File: src/rtl/step_clock_controller_pkg.sv
// Shared types and helpers for the step clock controller.
package step_clock_controller_pkg;

    typedef enum logic [1:0] {
        ST_IDLE     = 2'd0,
        ST_STEP     = 2'd1,
        ST_WAIT_REL = 2'd2,
        ST_RUN      = 2'd3
    } state_t;

    // Counter width able to hold 0..n-1, never narrower than one bit.
    function automatic int unsigned cnt_width(input int unsigned n);
        return (n > 1) ? $clog2(n) : 1;
    endfunction

endpackage

File: src/rtl/step_clock_controller_button_debouncer.sv
// Synchronizes a raw button, debounces it and flags the debounced rising edge
// in the same cycle the level goes high.
module button_debouncer
    import step_clock_controller_pkg::*;
#(
    parameter int unsigned DEBOUNCE_CYCLES = 500000
) (
    input  logic clk,
    input  logic reset,
    input  logic raw,
    output logic level,
    output logic rise
);

    localparam int unsigned     DB_W    = cnt_width(DEBOUNCE_CYCLES);
    localparam logic [DB_W-1:0] DB_LAST = DB_W'(DEBOUNCE_CYCLES - 1);

    logic            r_sync1;
    logic            r_sync2;
    logic [DB_W-1:0] r_cnt;
    logic            r_level;
    logic            r_rise;

    always_ff @(posedge clk or posedge reset) begin
        if (reset) begin
            r_sync1 <= 1'b0;
            r_sync2 <= 1'b0;
            r_cnt   <= '0;
            r_level <= 1'b0;
            r_rise  <= 1'b0;
        end else begin
            r_sync1 <= raw;
            r_sync2 <= r_sync1;
            r_rise  <= 1'b0;
            if (r_sync2 == r_level) begin
                r_cnt <= '0;
            end else if (r_cnt == DB_LAST) begin
                r_cnt   <= '0;
                r_level <= ~r_level;
                r_rise  <= ~r_level;
            end else begin
                r_cnt <= r_cnt + DB_W'(1);
            end
        end
    end

    assign level = r_level;
    assign rise  = r_rise;

endmodule

File: src/rtl/step_clock_controller.sv
// Generates processor step enables from a debounced push button or a free-running
// divider, and counts the steps issued.
module step_clock_controller
    import step_clock_controller_pkg::*;
#(
    parameter int unsigned DEBOUNCE_CYCLES = 500000,
    parameter int unsigned RUN_DIV         = 25000000,
    parameter int unsigned CNT_W           = 16
) (
    input  logic             clk,
    input  logic             reset,
    input  logic             push_button,
    input  logic             run_mode,
    input  logic             halt,
    output logic             step_en,
    output logic [CNT_W-1:0] step_count,
    output logic             btn_db,
    output logic             running
);

    localparam int unsigned      DIV_W    = cnt_width(RUN_DIV);
    localparam logic [DIV_W-1:0] DIV_LAST = DIV_W'(RUN_DIV - 1);

    logic             w_btn_level;
    logic             w_btn_rise;
    logic             r_rm_sync1;
    logic             r_rm_s;
    state_t           r_state;
    logic [DIV_W-1:0] r_div;
    logic             r_step_en;
    logic             r_running;
    logic [CNT_W-1:0] r_step_count;

    button_debouncer #(
        .DEBOUNCE_CYCLES(DEBOUNCE_CYCLES)
    ) u_button_debouncer (
        .clk  (clk),
        .reset(reset),
        .raw  (push_button),
        .level(w_btn_level),
        .rise (w_btn_rise)
    );

    // run_mode is a slow switch: synchronized only, not debounced.
    always_ff @(posedge clk or posedge reset) begin
        if (reset) begin
            r_rm_sync1 <= 1'b0;
            r_rm_s     <= 1'b0;
        end else begin
            r_rm_sync1 <= run_mode;
            r_rm_s     <= r_rm_sync1;
        end
    end

    always_ff @(posedge clk or posedge reset) begin
        if (reset) begin
            r_state   <= ST_IDLE;
            r_div     <= '0;
            r_step_en <= 1'b0;
            r_running <= 1'b0;
        end else begin
            r_step_en <= 1'b0;
            case (r_state)
                ST_IDLE: begin
                    if (r_rm_s) begin
                        r_state   <= ST_RUN;
                        r_div     <= '0;
                        r_running <= 1'b1;
                    end else if (w_btn_rise) begin
                        r_state   <= ST_STEP;
                        r_step_en <= 1'b1;
                    end
                end
                ST_STEP: begin
                    r_state <= ST_WAIT_REL;
                end
                ST_WAIT_REL: begin
                    if (r_rm_s) begin
                        r_state   <= ST_RUN;
                        r_div     <= '0;
                        r_running <= 1'b1;
                    end else if (!w_btn_level) begin
                        r_state <= ST_IDLE;
                    end
                end
                ST_RUN: begin
                    if (!halt) begin
                        if (r_div == DIV_LAST) begin
                            r_div     <= '0;
                            r_step_en <= 1'b1;
                        end else begin
                            r_div <= r_div + DIV_W'(1);
                        end
                    end
                    // A held button on exit must be released before the next manual step.
                    if (!r_rm_s) begin
                        r_running <= 1'b0;
                        r_state   <= w_btn_level ? ST_WAIT_REL : ST_IDLE;
                    end
                end
                default: begin
                    r_state <= ST_IDLE;
                end
            endcase
        end
    end

    always_ff @(posedge clk or posedge reset) begin
        if (reset) begin
            r_step_count <= '0;
        end else if (r_step_en) begin
            r_step_count <= r_step_count + CNT_W'(1);
        end
    end

    assign step_en    = r_step_en;
    assign step_count = r_step_count;
    assign btn_db     = w_btn_level;
    assign running    = r_running;

endmodule

File: config.mk
export PLATFORM = sky130hd
export DESIGN_NAME = step_clock_controller
export DESIGN_NICKNAME = d
export VERILOG_FILES = /design/src/rtl/step_clock_controller_pkg.sv /design/src/rtl/step_clock_controller_button_debouncer.sv /design/src/rtl/step_clock_controller.sv
export SDC_FILE = /design/constraint.sdc
export NUM_CORES = 1
export LEC_CHECK = 0
export ABC_AREA = 1
export BUFFER_PORTS_ARGS = -buffer_cell sky130_fd_sc_hd__buf_2
export CAP_MARGIN = 10
export CORE_MARGIN = 2
export CORE_UTILIZATION = 25
export DETAILED_ROUTE_END_ITERATION = 10
export PLACE_DENSITY = 0.47
export SLEW_MARGIN = 20
export SYNTH_ARGS = -nofsm -noshare
export SYNTH_HDL_FRONTEND = slang
export SYNTH_SLANG_ARGS = --single-unit
export TNS_END_PERCENT = 50
File: constraint.sdc
create_clock -name clk -period 2.32 [get_ports clk]
set_input_delay 0.232 -clock clk [delete_from_list [all_inputs] [get_ports clk]]
set_output_delay 0.232 -clock clk [all_outputs]
set_load 0.05 [all_outputs]
==> results by group, run 1 <==
Run status
  • Outcome: finished clean

Final layout
  • Finished Core Util: between 20 and 30%
  • Design Area, Final: 0.004501 mm^2
  • Share of cells above drive strength 1: between 10% and 20%
  • Layout Nets: ~540
  • Area growth, synth to finish: 18.75%
  • Ant diodes: 0
  • Final-layout fill cell count: 1557

Timing
  • RSZ-0062 raised after global routing: no
  • Clock skew after layout: ~0.011 ns
  • Setup-failing EPs final: 0
  • Headroom to the max-slew limit: between 60% and 70%
  • Setup TNS: 0 ns
  • Final WS setup: between 0.4 and 0.5 ns
  • Min Tclk post-route: approximately 1.9 ns
  • Max Slew Vio Count: 0
  • Fin Hold WS: roughly 0.25 ns
  • Hold Violations, Final: 0
  • Max Fclk: 537.2 MHz
  • Worst-Margin Slew: approximately 0.54 ns
  • Fin crit share: roughly four fifths

Floorplan
  • Die area: around 0.016 mm^2
  • DIE HEIGHT: between 100 and 150 um
  • Row count: 45
  • Core Area: around 0.015 mm^2
  • I/O Pins: 24
  • Width of the die: roughly 130 um
  • Initial Util: around a quarter

Placement
  • Pre-CTS WS: around 0.44 ns
  • Port Buf Inserts: 23
  • Area after DPL: just over 0.004 mm^2
  • Routability cong.: 0.8049
  • Final HPWL DP: between 6000 and 7000 um

Power
  • Leak: 2.079 nW
  • Pwr Density: 729.4 mW/mm^2
  • Max VDD drop: about 0.37 mV

Route
  • Initial DRT Pass Iterations: 4
  • DRC violations left: 0
  • Via density: approximately 4.3
  • DRT Wirelength: 8180 um
  • ANT nets after route: 0
  • Routed len/inst: 11.42 um
  • Via count: approximately 3.1k
  • Initial DRC count: between 150 and 200

Synthesis
  • Simple-gate share of the synthesized area: ~32%
  • Post-synth ARST share: between 90% and 100%
  • Largest family of logic cells by synthesized area: simple AND/OR/NAND/NOR gates
  • Post-synthesis area per instance: just under 8 um^2
  • Post-synth top area share: a little under half
  • Synth Area in Compound Gates: under 10%
  • Post-synthesis mux area share: 0%
  • Mapped Cells: 487
  • Yosys cell types: 30
  • Synth Area in Adders: under 10%
  • Top FF cell, synth: dfrtp_1
  • Number of flops mapped to enable cells by yosys: 0
  • Synth Area in XOR/XNOR: under 10%
  • #FFs+latches synth: 70
  • Post-synthesis sequential area ratio: 46.22%
  • Most common cell in the netlist: nand2_1
  • Synthesized cell area: between 0.003 and 0.004 mm^2
  • Post-synthesis net count: 500
  • Synth cell count leaders: nand2_1, nor2_1, dfrtp_1
  • YS warnings: 0
  • Synth area leader: dfrtp_1
  • Synth top area cells: dfrtp_1, nand2_1, nor2_1

CTS
  • Max clock buf depth: 2
  • CTS clk-pin slew, worst paths: 0.05 ns
  • H-tree depth: 3
  • Clk Latency, worst-skew pair: between 0.3 and 0.4 ns
  • CTS buffer count: 9
  • TritonCTS clock tree: built
  • Root Buffer: clkbuf_16
  • Num Clock Sinks: 70

Global route
  • Initial antenna violation count: 0
  • Total gr overflow: 0
  • Largest net degree at the start of global routing: 27
  • Number of global-route vias before repair: about 3.1k
  • First-pass GRT wire length: 14530 um
  • Global Route Usage Sum: roughly 11%

Setup path
  • Worst r2r path cells: 7
  • Critical Path Source Type: flip-flop
  • CP Class: flip-flop to flip-flop
  • Reg2reg start: r_state[0]
  • Worst EP arrival: 2.06 ns
  • Reg2reg end: r_div[9]
  • R2R setup slack: between 0.4 and 0.5 ns
  • Worst EP required: 2.52 ns
  • Crit. End Element: flip-flop
  • CP Max Fanout: 17

Run
  • Max Cap Viol: 0

Worst hold path
  • Hold path start: halt
  • Worst Hold Path EP: r_div[21]
  • Worst min-delay path class: input port to flip-flop
  • Hold Path Stages: 4
-- logic make-up after synthesis --
family | Yosys count
AND/OR/NAND/NOR | 283
adder cells (fa/ha/maj) | 8
flip-flops | 70
buffers and inverters | 65
AO/OA/AOI/OAI | 27
XOR/XNOR | 34
-- worst max-delay path by stage --
stage | start | endpoint | slack, ns | cells past startpoint
after floorplan | reset | r_div[0] | 0.32 | 1
after global routing | r_state[0] | r_div[4] | 0.28 | 7
after global placement | r_state[0] | r_div[15] | 0.48 | 7
final | r_state[0] | r_div[9] | 0.46 | 7
after detailed placement | r_state[0] | r_div[9] | 0.44 | 7
after CTS | r_state[0] | r_div[9] | 0.41 | 7
-- state kept, by name (all words and copies together) (netlist names), 2 cells and up --
name / flops
r_div: 25
u_button_debouncer.r_cnt: 19
step_count: 16
r_state: 2
-- cell type report --
class                   instances  area (um^2)  area share, %
multi-input cells             352         1778          39.51
flip-flops and latches         70         1752          38.92
clock buffers                  11        252.7          5.616
well taps                     188        235.2          5.227
inverters                      62        232.7          5.171
repair buffers                 29        180.2          4.003
clock inverters                 4        70.07          1.557
-- cells in the final DEF, fill, tap and decap left out, types with 2 or more instances in the layout --
cell type / Yosys / routed
a211oi_1: 2 / 2
a21oi_1: 7 / 7
a22oi_1: 2 / 2
and3_1: 2 / 2
buf_2: 1 / 23
buf_4: 0 / 2
bufinv_16: 0 / 2
clkbuf_16: 0 / 9
clkbuf_8: 0 / 2
clkinv_2: 0 / 2
dfrtp_1: 70 / 70
dlygate4sd3_1: 0 / 3
ha_1: 8 / 8
inv_1: 59 / 58
inv_2: 3 / 4
nand2_1: 125 / 125
nand2_4: 2 / 2
nand3_1: 33 / 33
nand4_1: 9 / 9
nor2_1: 83 / 83
nor2_2: 6 / 6
nor2_4: 2 / 2
nor3_1: 16 / 16
o21ai_0: 12 / 12
xnor2_1: 8 / 8
xor2_1: 26 / 26
-- report_power, final --
group,internal [mW],total [mW],switching (mW)
clock,0.989,1.50,0.506
combinational,0.123,0.488,0.365
sequential,1.26,1.30,0.0360
total,2.38,3.28,0.907
-- per-stage QoR --
step | total power, mW | cells
2_1_floorplan | 1.730 | 487
3_3_place_gp | 1.805 | 698
3_5_place_dp | 1.818 | 698
4_1_cts | 3.342 | 716
5_1_grt | 3.457 | 716
6_report | 3.283 | 716
-- what timing repair did --
| item | CTS | global route |
|---|---|---|
| resized for setup | 0 | 0 |
| hold buffers | 3 | 0 |
| hold endpoints to repair | 22 | 0 |
| setup buffers | 0 | 0 |
-- metal layers --
layer | GRT usage [%] | up-vias | part of all wire (%)
met5 | 0 | - | 0
met4 | 3.167 | 0 | 1.4
met3 | 2.806 | 16 | 3.9
met2 | 17.27 | 45 | 44
met1 | 15.08 | 1442 | 51
li1 | - | 1598 | -
-- worst max-delay path, stage by stage (launching register included) --
cell and delay [ns]:
dfrtp_1 0.42, ha_1 0.30, nand2_1 0.13, nand3_4 0.20
inv_2 0.25, nand2_1 0.11, inv_2 0.23, nor2_1 0.08
Note: power is estimated with default switching activity, not from simulation.
==> inputs of run 2 (changes only) <==
--- a/config.mk
+++ b/config.mk
@@ -5,7 +5,7 @@
 export SDC_FILE = /design/constraint.sdc
 export NUM_CORES = 1
 export LEC_CHECK = 0
-export ABC_AREA = 1
+export ABC_AREA = 0
 export BUFFER_PORTS_ARGS = -buffer_cell sky130_fd_sc_hd__buf_2
 export CAP_MARGIN = 10
 export CORE_MARGIN = 2
==> constraint.sdc (replaced) <==
create_clock -name clk -period 1.9 [get_ports clk]
set_input_delay 0.19 -clock clk [delete_from_list [all_inputs] [get_ports clk]]
set_output_delay 0.19 -clock clk [all_outputs]
set_load 0.05 [all_outputs]
==> run 2 against run 1 <==
The run now ends with setup timing left. Wire length grew 4.4%. Synthesized cell count shrank 26%. Setup slack lost 0.53 ns.
==> results by group, run 2 <==
Timing
  • Fin crit share: 103.8%
  • Max Slew Vio Count: 0
  • Worst-Margin Slew: 0.4238 ns
  • Hold Violations, Final: 0
  • Setup TNS: -0.1729 ns
  • Final WS setup: -0.07212 ns
  • Fin Hold WS: between 0.15 and 0.2 ns
  • Setup-failing EPs final: 8
  • Clock skew after layout: 0.007672 ns
  • Headroom to the max-slew limit: a little under three quarters
  • RSZ-0062 raised after global routing: yes
  • Min Tclk post-route: around 2 ns
  • Max Fclk: 507.1 MHz

Placement
  • Pre-CTS WS: -0.08386 ns
  • Area after DPL: 0.004352 mm^2
  • Final HPWL DP: ~5700 um
  • Routability cong.: just under 0.8
  • Port Buf Inserts: 23

Synthesis
  • Synth Area in Adders: about 2.8%
  • Number of flops mapped to enable cells by yosys: 0
  • Post-synth top area share: around half
  • Post-synth ARST share: 100.0%
  • Synth top area cells: dfrtp_1, nor2_1, xor2_1
  • Mapped Cells: 362
  • Post-synthesis mux area share: around 2%
  • Simple-gate share of the synthesized area: about a quarter
  • Post-synthesis sequential area ratio: 49.04%
  • Synth cell count leaders: dfrtp_1, nor2_1, nand2_1
  • #FFs+latches synth: 70
  • Synth area leader: dfrtp_1
  • Synth Area in XOR/XNOR: under 10%
  • Post-synthesis net count: roughly 380
  • Yosys cell types: 51
  • YS warnings: 0
  • Synthesized cell area: roughly 0.0036 mm^2
  • Synth Area in Compound Gates: 11.49%
  • Most common cell in the netlist: dfrtp_1
  • Largest family of logic cells by synthesized area: simple AND/OR/NAND/NOR gates
  • Top FF cell, synth: dfrtp_1
  • Post-synthesis area per instance: 9.868 um^2

Run status
  • Outcome: complete, but fails checks
  • Failing checks: setup timing

Global route
  • Total gr overflow: 0
  • Number of global-route vias before repair: 2861
  • Largest net degree at the start of global routing: 71
  • Initial antenna violation count: 0
  • Global Route Usage Sum: about 12%
  • First-pass GRT wire length: ~14000 um

Setup path
  • Worst EP arrival: around 2.2 ns
  • Worst r2r path cells: 5
  • Crit. End Element: flip-flop
  • R2R setup slack: -0.07 ns
  • CP Class: flip-flop to flip-flop
  • Reg2reg start: r_div[15]
  • Critical Path Source Type: flip-flop
  • CP Max Fanout: 3
  • Reg2reg end: step_en
  • Worst EP required: between 2 and 2.5 ns

CTS
  • Clk Latency, worst-skew pair: between 0.3 and 0.4 ns
  • Root Buffer: clkbuf_16
  • CTS clk-pin slew, worst paths: about 0.060 ns
  • H-tree depth: 3
  • CTS buffer count: 9
  • Max clock buf depth: 2
  • Num Clock Sinks: 70
  • TritonCTS clock tree: built

Worst hold path
  • Hold Path Stages: 3
  • Worst Hold Path EP: step_en
  • Worst min-delay path class: input port to flip-flop
  • Hold path start: halt

Route
  • Initial DRT Pass Iterations: 4
  • Via count: 2966
  • DRC violations left: 0
  • Via density: between 4 and 5
  • Routed len/inst: ~13 um
  • Initial DRC count: 141
  • DRT Wirelength: 8536 um
  • ANT nets after route: 0

Floorplan
  • DIE HEIGHT: 123.5 um
  • Width of the die: around 120 um
  • Initial Util: 25.64%
  • Row count: 43
  • I/O Pins: 24
  • Core Area: between 0.01 and 0.015 mm^2
  • Die area: around 0.015 mm^2

Run
  • Max Cap Viol: 0

Final layout
  • Number of flip-flops in the largest register: 25
  • Ant diodes: 0
  • Share of cells above drive strength 1: ~30%
  • Largest register by flop count: r_div
  • Most frequent cells in the layout: dfrtp_1, buf_4, nor2_1
  • Area growth, synth to finish: 37.62%
  • Design Area, Final: approximately 0.005 mm^2
  • Layout Nets: between 400 and 500
  • Commonest non-fill, non-tap cell in the layout: dfrtp_1

Power
  • Max VDD drop: 0.4612 mV
  • Leak: 2.224 nW
  • Tot Pwr: 4.898 mW
  • Pwr Density: 996.2 mW/mm^2
==> run 2: cell type report <==
class | count | area [um^2]
Fill cell | 1393 | 9019
Multi-Input combinational cell | 276 | 1829
Sequential cell | 70 | 1752
Timing Repair Buffer | 95 | 730.7
Clock buffer | 11 | 242.7
Tap cell | 180 | 225.2
Clock inverter | 5 | 106.4
Inverter | 7 | 30.03
==> run 2: what timing repair did <==
item / in CTS / in global routing
pin swaps: 5 / 7
cloned: 1 / 1
setup buffers: 2 / 4
resized for setup: 10 / 26
hold endpoints to repair: 72 / 0
setup endpoints to repair: 31 / 30
hold buffers: 3 / 0
==> run 2: worst max-delay path by stage <==
stage,start,to,cells past startpoint
3_3_place_gp,r_div[15],step_en,5
6_report,r_div[15],step_en,5
5_1_grt,r_div[15],step_en,5
3_5_place_dp,r_div[15],step_en,5
2_1_floorplan,r_state[0],r_div[15],6
4_1_cts,r_div[15],step_en,5
==> run 2: worst max-delay path: stages, from the launching register on <==
cell and delay (ns):
dfrtp_1 0.38, nor4b_2 0.27, nand4_1 0.21, or4_4 0.54
or3b_1 0.36, a21oi_1 0.14
==> run 2: logic make-up after synthesis <==
group	Yosys count
AOI/OAI and AO/OA	58
buffers and inverters	16
adders and majority gates	8
and+or+nand+nor	170
DFF	70
xor gates and xnor gates	33
muxes	7
==> run 2: routing by layer <==
layer | global-route usage (%) | wire length, um
met3 | 3.967 | 281
met1 | 15.55 | 4253
met5 | 0 | 0
met2 | 18.68 | 3861
met4 | 4.474 | 140
==> run 2: report_power, final <==
| group | internal, mW | switching, mW |
|---|---|---|
| Clock | 1.32 | 0.658 |
| Combinational | 0.563 | 0.744 |
| Sequential | 1.56 | 0.0549 |
| Total | 3.44 | 1.46 |
==> run 2: through the flow <==
stage | util (%) | cells
floorplan | - | 362
global placement | 31.23 | 617
detailed placement | 31.23 | 617
CTS | 34.52 | 639
global route | 35.28 | 644
finish | 35.28 | 644
==> inputs of run 3 (changes only) <==
--- a/config.mk
+++ b/config.mk
@@ -11,9 +11,12 @@
 export CORE_MARGIN = 2
 export CORE_UTILIZATION = 25
 export DETAILED_ROUTE_END_ITERATION = 10
+export MAX_ROUTING_LAYER = met4
 export PLACE_DENSITY = 0.47
+export REMOVE_ABC_BUFFERS = 1
 export SLEW_MARGIN = 20
 export SYNTH_ARGS = -nofsm -noshare
 export SYNTH_HDL_FRONTEND = slang
+export SYNTH_HIERARCHICAL = 1
 export SYNTH_SLANG_ARGS = --single-unit
 export TNS_END_PERCENT = 50
==> run 3 against run 2 <==
The run now ends clean. Non-clock buffer count down 29. Sequential cell count unchanged. Core utilization down 2.3 points. Sequential share of layout area up 2.4 points. Clock power down 8%. Critical path depth up 1. Wire length down 3.1%. Die area up 0.88%. Register-to-register slack better by 0.11 ns. Combinational power down 19%. Highest routed layer unchanged.
==> results by group, run 3 <==
Route
  • DRT Wirelength: slightly above 8000 um
  • DRC violations left: 0
  • Via count: 2869
  • Routed len/inst: 13.59 um
  • Initial DRT Pass Iterations: 4
  • ANT nets after route: 0
  • Via density: 4.711
  • Initial DRC count: ~240

Final layout
  • Non-filler cells, final: between 600 and 700
  • Final-layout fill cell count: 1443
  • Area growth, synth to finish: 27.98%
  • Ant diodes: 0
  • Area of the multi-input gates: 0.001787 mm^2
  • Share of cells above drive strength 1: 23.31%
  • Commonest non-fill, non-tap cell in the layout: dfrtp_1
  • Layout Nets: ~440
  • Number of flip-flops in the largest register: 25
  • Largest register by flop count: r_div
  • Finished Core Util: 32.98%
  • Register area: around 0.0018 mm^2
  • Most frequent cells in the layout: dfrtp_1, nor2_1, buf_4

Setup path
  • Worst EP arrival: 2.06 ns
  • CP Class: flip-flop to flip-flop
  • Crit. End Element: flip-flop
  • CP max stage delay: 0.50 ns
  • CP cell instances: nand4_2, or4_4, o31a_1, buf_4, nand4_1, o311ai_2
  • CP Max Fanout: 8
  • Worst EP required: 2.10 ns
  • Crit-path slowest cell: or4_4
  • Critical Path Source Type: flip-flop
  • Worst r2r path cells: 6

CTS
  • Num Clock Sinks: 70
  • Max clock buf depth: 2
  • TritonCTS clock tree: built
  • Clk Latency, worst-skew pair: around 0.34 ns
  • CTS clk-pin slew, worst paths: roughly 0.060 ns
  • Root Buffer: clkbuf_16
  • CTS buffer count: 9
  • H-tree depth: 3

Synthesis
  • #FFs+latches synth: 70
  • Synthesized cell area: roughly 0.0036 mm^2
  • YS warnings: 6
  • Most common cell in the netlist: dfrtp_1
  • Number of flops mapped to enable cells by yosys: 0
  • Synth cell count leaders: dfrtp_1, nor2_1, nand2_1
  • Mapped Cells: approximately 360
  • Post-synth top area share: about 49%
  • Yosys cell types: 53
  • Synth top area cells: dfrtp_1, xnor2_1, nor2_1
  • Post-synthesis area per instance: roughly 10 um^2
  • Synth area leader: dfrtp_1
  • Post-synth ARST share: 100.0%
  • Top FF cell, synth: dfrtp_1
  • Post-synthesis sequential area ratio: between 40 and 50%

Power
  • Leak: roughly 2.0 nW
  • Max VDD drop: 0.5341 mV
  • Pwr Density: about 970 mW/mm^2

Timing
  • Hold Violations, Final: 0
  • RSZ-0062 raised after global routing: yes
  • Max Fclk: about 540 MHz
  • Setup-failing EPs final: 0
  • Max Slew Vio Count: 0
  • Min Tclk post-route: between 1.5 and 2 ns
  • Clock skew after layout: a little under 0.006 ns
  • Fin crit share: a little over nine tenths
  • Headroom to the max-slew limit: between 60% and 70%
  • Worst-Margin Slew: between 0.4 and 0.5 ns
  • Final WS setup: roughly 0.042 ns

Global route
  • Largest net degree at the start of global routing: 48
  • Number of global-route vias before repair: roughly 2.8k
  • Initial antenna violation count: 0
  • Global Route Usage Sum: 12.12%
  • First-pass GRT wire length: 13840 um
  • Total gr overflow: 0

Placement
  • DP Cell Count: 590
  • Routability cong.: ~0.84
  • Port Buf Inserts: 23
  • Pre-CTS WS: 0.04535 ns
  • Final HPWL DP: between 5000 and 6000 um

Floorplan
  • I/O Pins: 24
  • Core Area: 0.01399 mm^2
  • Row count: 43
  • Width of the die: around 120 um
  • DIE HEIGHT: between 100 and 150 um
  • Initial Util: between 20% and 30%
  • Die area: between 0.015 and 0.02 mm^2

Worst hold path
  • Worst min-delay path class: input port to flip-flop
  • Hold Path Stages: 4

Run
  • Max Cap Viol: 0

Run status
  • Outcome: finished clean
-- run 3: cell count changes in the layout (fill, tap and decap cells not counted), moves of 4 or more --
cell,previous run,this run
buf_4,61,36
nor2_1,43,36
a22o_1,8,2
xnor2_1,16,31
nand3_1,19,23
nand2_1,38,34
a21oi_1,6,11
nor4_1,2,6
o21ai_0,12,8
inv_1,6,12
xor2_1,17,6
a31oi_1,0,11
-- run 3: repair_timing --
item                                    in CTS  in global routing
endpoints found under the hold margin       72                  0
endpoints found under the setup margin       0                 25
buffers inserted                             0                  2
hold buffers                                 3                  0
gates resized for setup                      0                 11
-- run 3: cell type report --
cell class                 instances  area share, %
clock inverter                     3          1.492
multi-input combinational        266          38.73
timing repair buffer              66          10.36
inverter                          13          1.058
tap                              180          4.882
clock buffer                      11          5.479
sequential                        70          38.00
-- run 3: final timing paths --
path / start / to / slack [ns]
max in group asynchronous: reset / u_button_debouncer/r_cnt[5] / 1.19
min in group asynchronous: reset / r_div[18] / 0.46
worst min register to register: u_button_debouncer/r_sync1 / u_button_debouncer/r_sync2 / 0.35
worst max-delay path: r_div[13] / r_div[23] / 0.04
worst min-delay path: halt / step_en / 0.32
worst max register to register: r_div[13] / r_div[23] / 0.04
-- run 3: metrics by stage --
step | cell area (um^2) | power, mW | hold WS, ns | TNS (ns)
floorplan | 3558 | 2.205 | 0.1919 | -0.9253
global placement | 4209 | 2.606 | 0.2687 | 0
detailed placement | 4209 | 2.616 | 0.2741 | 0
CTS | 4561 | 4.478 | 0.3350 | 0
global route | 4613 | 4.712 | 0.3583 | -0.4400
finish | 4613 | 4.461 | 0.3206 | 0
-- run 3: logic make-up (layout without fill, tap and decap cells) --
| kind of cell | count (synthesis) | in the layout | share of synthesized area (%) |
|---|---|---|---|
| adder cells (fa/ha/maj) | 7 | 7 | 2.430 |
| AO/OA/AOI/OAI | 53 | 53 | 9.824 |
| multiplexers | 4 | 4 | 1.180 |
| flip-flops | 70 | 70 | 48.59 |
| AND/OR/NAND/NOR | 165 | 165 | 26.35 |
| XOR/XNOR | 37 | 37 | 8.990 |
| buffers and inverters | 20 | 93 | 2.638 |
-- run 3: metal layers --
layer	routed length (um)	vias to the layer above	GRT usage [%]	share of wire [%]
met5	0	-	-	0
met4	148	0	5.056	1.8
met3	323	11	3.755	3.9
met2	3605	39	17.45	44
met1	4198	1397	15.75	51
li1	-	1422	-	-
-- run 3: power breakdown --
group	switching [mW]	internal, mW
combinational	0.631	0.425
clock	0.610	1.21
sequential	0.0490	1.54
-- run 3: worst max-delay path, delay by kind of cell, from the launching register on --
kind / cells / cell delay [ns]
buffers and inverters: 1 / 0.19
AO/OA/AOI/OAI: 2 / 0.40
flip-flops: 1 / 0.39
AND/OR/NAND/NOR: 3 / 0.75
